### config.mk
export PLATFORM = sky130hd
export DESIGN_NAME = exc_stage_reg
export DESIGN_NICKNAME = d
export VERILOG_FILES = /design/src/rtl/exc_pkg.sv /design/src/rtl/exc_prio_merge.sv /design/src/rtl/exc_stage_reg.sv
export SDC_FILE = /design/constraint.sdc
export NUM_CORES = 1
export LEC_CHECK = 0
export BUFFER_PORTS_ARGS = -buffer_cell sky130_fd_sc_hd__clkbuf_2
export CAP_MARGIN = 30
export CORE_AREA = 2 2 73 92
export CTS_CLUSTER_DIAMETER = 200
export CTS_CLUSTER_SIZE = 24
export DETAILED_ROUTE_END_ITERATION = 8
export DIE_AREA = 0 0 75 94
export GPL_TIMING_DRIVEN = 0
export PLACE_DENSITY = 0.79
export SYNTH_ARGS = -nofsm -noshare
export SYNTH_HDL_FRONTEND = slang
export SYNTH_SLANG_ARGS = --single-unit
### constraint.sdc
create_clock -name clk -period 2.5 [get_ports clk]
set_clock_uncertainty 0.2 [all_clocks]
set_input_delay 0.25 -clock clk [delete_from_list [all_inputs] [get_ports clk]]
set_output_delay 0.25 -clock clk [all_outputs]
set_load 0.01 [all_outputs]
### src/rtl/exc_pkg.sv
// Shared exception-code definitions for the per-stage exception registers.
package exc_pkg;

    localparam int unsigned CODE_W_DEF = 5;

    localparam logic [4:0] NO_EXC      = 5'h1F;
    localparam logic [4:0] EXC_INT     = 5'd0;
    localparam logic [4:0] EXC_ADEL    = 5'd4;
    localparam logic [4:0] EXC_ADES    = 5'd5;
    localparam logic [4:0] EXC_SYSCALL = 5'd8;
    localparam logic [4:0] EXC_RI      = 5'd10;
    localparam logic [4:0] EXC_OV      = 5'd12;

endpackage

### src/rtl/exc_prio_merge.sv
// Fixed-priority merge: upstream exception first, then lowest-index local source.
module exc_prio_merge
    import exc_pkg::*;
#(
    parameter int unsigned NSRC   = 4,
    parameter int unsigned CODE_W = CODE_W_DEF
) (
    input  logic                     valid_in,
    input  logic [CODE_W-1:0]        exc_in,
    input  logic [NSRC-1:0]          src_valid,
    input  logic [NSRC*CODE_W-1:0]   src_code,
    output logic [CODE_W-1:0]        merged_code
);

    localparam logic [CODE_W-1:0] L_NO_EXC = CODE_W'(NO_EXC);

    always_comb begin
        logic v_hit;
        v_hit       = 1'b0;
        merged_code = L_NO_EXC;
        if (valid_in) begin
            if (exc_in != L_NO_EXC) begin
                merged_code = exc_in;
            end else begin
                for (int unsigned i = 0; i < NSRC; i++) begin
                    if (!v_hit && src_valid[i]) begin
                        merged_code = src_code[i*CODE_W +: CODE_W];
                        v_hit       = 1'b1;
                    end
                end
            end
        end
    end

endmodule

### src/rtl/exc_stage_reg.sv
// Pipeline-stage exception register with CP0 req/ack handshake and a
// saturating count of accepted exceptions.
module exc_stage_reg
    import exc_pkg::*;
#(
    parameter int unsigned NSRC   = 4,
    parameter int unsigned CODE_W = CODE_W_DEF,
    parameter int unsigned PC_W   = 32,
    parameter int unsigned CNT_W  = 16
) (
    input  logic                     clk,
    input  logic                     reset_n,
    input  logic                     en,
    input  logic                     flush,
    input  logic                     valid_in,
    input  logic [CODE_W-1:0]        exc_in,
    input  logic [NSRC-1:0]          src_valid,
    input  logic [NSRC*CODE_W-1:0]   src_code,
    input  logic [PC_W-1:0]          pc_in,
    input  logic                     bd_in,
    input  logic                     exc_ack,
    input  logic                     cnt_clr,
    output logic                     valid_out,
    output logic [CODE_W-1:0]        exc_out,
    output logic [PC_W-1:0]          pc_out,
    output logic                     bd_out,
    output logic                     exc_req,
    output logic                     hold_out,
    output logic [CNT_W-1:0]         exc_count
);

    localparam logic [CODE_W-1:0] L_NO_EXC = CODE_W'(NO_EXC);

    logic                r_valid;
    logic [CODE_W-1:0]   r_exc;
    logic [PC_W-1:0]     r_pc;
    logic                r_bd;
    logic [CNT_W-1:0]    r_count;

    logic [CODE_W-1:0]   w_merged;
    logic                w_exc_req;
    logic                w_accept;

    exc_prio_merge #(
        .NSRC   (NSRC),
        .CODE_W (CODE_W)
    ) u_merge (
        .valid_in    (valid_in),
        .exc_in      (exc_in),
        .src_valid   (src_valid),
        .src_code    (src_code),
        .merged_code (w_merged)
    );

    // Request decoded from registers only, so reset drops it asynchronously.
    assign w_exc_req = r_valid && (r_exc != L_NO_EXC);
    assign w_accept  = w_exc_req && exc_ack && !flush;

    always_ff @(posedge clk or negedge reset_n) begin
        if (!reset_n) begin
            r_valid <= 1'b0;
            r_exc   <= L_NO_EXC;
            r_pc    <= '0;
            r_bd    <= 1'b0;
        end else if (flush || (w_exc_req && exc_ack)) begin
            r_valid <= 1'b0;
            r_exc   <= L_NO_EXC;
            r_pc    <= '0;
            r_bd    <= 1'b0;
        end else if (!w_exc_req && en) begin
            r_valid <= valid_in;
            r_exc   <= w_merged;
            r_pc    <= pc_in;
            r_bd    <= bd_in;
        end
    end

    always_ff @(posedge clk or negedge reset_n) begin
        if (!reset_n) begin
            r_count <= '0;
        end else if (cnt_clr) begin
            r_count <= w_accept ? CNT_W'(1) : '0;
        end else if (w_accept && (r_count != '1)) begin
            r_count <= r_count + CNT_W'(1);
        end
    end

    assign valid_out = r_valid;
    assign exc_out   = r_exc;
    assign pc_out    = r_pc;
    assign bd_out    = r_bd;
    assign exc_req   = w_exc_req;
    assign hold_out  = w_exc_req && !exc_ack;
    assign exc_count = r_count;

endmodule
==> flow_summary.yaml <==
run_status:
  status: "completed"
grt:
  grt_max_degree: 33
  grt_pass1_wl_um: 14400
  grt_pass1_vias: 3055
  grt_overflow: 0
  groute.usage.overall: 0.263
  antenna_found_initial: 0
synth:
  syn-num-nets: 391
  synth_ff_type: "dfrtp_1"
  yosys-top-cells-area: "dfrtp_1, nand2_1, a21oi_1"
  syn_avg_cell_area_um2: 8.96
  seq_area_frac_synth: 0.480
  synth_edf_count: 0
  synthesis.area_um2: 2880
  synth_warnings: 0
  synth_cell_types: 52
  yosysTopAreaCell: "dfrtp_1"
  async_reset_ff_frac: 1.00
  synth_top_area_frac: 0.435
  synth_seq_cells: 55
  post_synth_inst_count: 321
finish:
  drive_gt1_frac: 0.319
  diodes: 0
  fin_nets: 558
  synthToLayoutAreaGrowth_pct: 41.3
clock_network:
  cts_max_path_buffers: 2
  cts_tree: "done"
  h-tree-depth: 2
  clk_pin_slew_ps: 110
  postCtsSetupBuffers: 0
  worstSkewPairLatency_ps: 310
  cts_buffers: 5
  postCtsResizedCells: 0
  clock-root-buffer: "clkbuf_8"
  cts.sinks: 55
routing:
  post_drt_wl_per_cell_um: 15.3
  postRouteAntennaNets: 0
  drt-initial-drc-count: 133
  post-route-drc-count: 0
  firstDrtPassIters: 5
  vias_per_cell: 5.36
  dr_total_vias: 3076
  drt-total-wl_um: 8770
timing:
  setup_viol: 0
  finalCritPeriodShare: 0.856
  hold_viol_final: 0
  fin_tns_setup_ps: 0
  max_freq_mhz: 467
  finalCriticalPeriod_ps: 2140
  finalMaxSlewViolations: 0
  slew_headroom: 0.580
  worst_pin_slew_ps: 629
  rsz0062_at_grt: "false"
critical_path:
  crit_start: "exc_count[1]"
  cp_data_required_time_ps: 2510
  end_kind: "flip-flop"
  crit_type: "reg -> reg"
  worstReg2RegStart: "exc_count[1]"
  arrival_ps: 2150
  path_max_fanout: 10
  startpoint_type: "flip-flop"
die:
  rows: 32
  die_h_um: 94
  ioPinCount: 126
  die_x_um: 75
  core_um2: 6130
  fp.dieArea_um2: 7050
  start_util: 0.470
hold_path:
  hold_path_class: "in -> reg"
  hold_start: "valid_in"
power:
  powerDensity_nw_per_um2: 612
  leakagePower_uw: 0.00201
  peakVddDrop_mv: 0.560
  power_uw: 2490
job:
  cap_violations: 0
place:
  dpl.hpwl_um: 5780
  gp_congestion: 0.899
  portBuffers: 125
-- metal layers --
layer | track usage | vias up | part of all wire
li1 | - | 1462 | -
met1 | 0.313 | 1460 | 0.38
met2 | 0.461 | 138 | 0.52
met3 | 0.0665 | 16 | 0.077
met4 | 0.0744 | 0 | 0.015
met5 | 0 | - | 0
-- per-stage QoR --
| step | hold slack, ps | util | cells | area [µm²] | setup slack [ps] |
|---|---|---|---|---|---|
| 2_1_floorplan | -246 | - | 321 | 2880 | 585 |
| 6_report | 3.32 | 0.664 | 574 | 4070 | 360 |
| 3_3_place_gp | 269 | 0.589 | 531 | 3610 | 413 |
| 4_1_cts | 0.0691 | 0.664 | 574 | 4070 | 397 |
| 5_1_grt | 29.1 | 0.664 | 574 | 4070 | 269 |
| 3_5_place_dp | 92.2 | 0.593 | 532 | 3630 | 415 |
-- Yosys cell counts, drive strengths merged (4+ instances only) --
cell,instances
a211oi,8
a21oi,42
and3,4
buf,4
clkbuf,14
dfrtp,50
dfstp,5
inv,6
mux2,10
nand2,80
nand3,7
nand4,4
nor2,16
nor2b,15
nor3,5
nor3b,5
o22a,4
o31a,5
-- placed cells by master, fill, tap and decap left out, types with 2 or more instances in the layout --
master / n
clkbuf_8: 5
clkbuf_1: 14
or3_1: 2
o31ai_1: 3
nand3_1: 7
a21oi_1: 41
nand2b_1: 2
a21o_1: 2
o21a_1: 2
mux2_2: 4
dfrtp_1: 50
nor2b_1: 15
and4_4: 2
nor4_1: 2
dlygate4sd3_1: 34
o21ai_0: 2
o31a_1: 5
buf_2: 3
nor3b_1: 5
mux2_1: 5
nor3_1: 4
a211oi_1: 7
o22a_1: 4
nand2_1: 80
inv_1: 6
nor2_1: 16
dfstp_2: 5
and3_1: 4
nand4_1: 3
o311ai_0: 2
clkbuf_2: 125
-- cell families after synthesis --
family	count (synthesis)	synth area share
mux	11	0.0439
compound gates	80	0.183
buf+inv	24	0.0352
simple gates	150	0.253
fa+ha+maj	1	0.00435
flops	55	0.480
-- path summary, 6_finish.rpt --
path / endpoint / slack, ps / cells past startpoint
min in group asynchronous: pc_out[2] / 280 / 2
min: valid_out / 3 / 3
min reg2reg: exc_out[3] / 320 / 1
max in group asynchronous: exc_count[2] / 1230 / 3
max: exc_count[4] / 360 / 6
max reg2reg: exc_count[4] / 360 / 6
-- sequential cells by signal (all words and copies together) (netlist names) --
signal     cells
pc_out        32
exc_count     16
exc_out        5
bd_out         1
valid_out      1
-- worst max-delay path, stage by stage (launching register included) --
cell and delay (ps):
dfrtp_1 430, ha_1 210, nand2_1 90, nor3_2 350
buf_2 300, a211oi_1 120, mux2_1 330
-- report_power, final --
| part | leakage [µW] | internal, µW | switching (µW) |
|---|---|---|---|
| combinational | 0.00125 | 324 | 498 |
| clock | 0.0000467 | 208 | 318 |
| sequential | 0.000721 | 1040 | 98.2 |
| total | 0.00201 | 1580 | 914 |
-- timing repair --
action	in CTS	in global routing
endpoints found under the setup margin	0	0
hold endpoints to repair	51	0
hold buffers	34	0
-- area by class of cell --
class	count	area, µm²
sequential	55	1380
inverter	6	22.5
timing repair buffer	160	986
clock buffer	5	68.8
clock inverter	3	27.5
fill	496	2060
tap	85	106
multi-input combinational	242	1390
buffer	18	78.8
(Power assumes the default switching activity.)
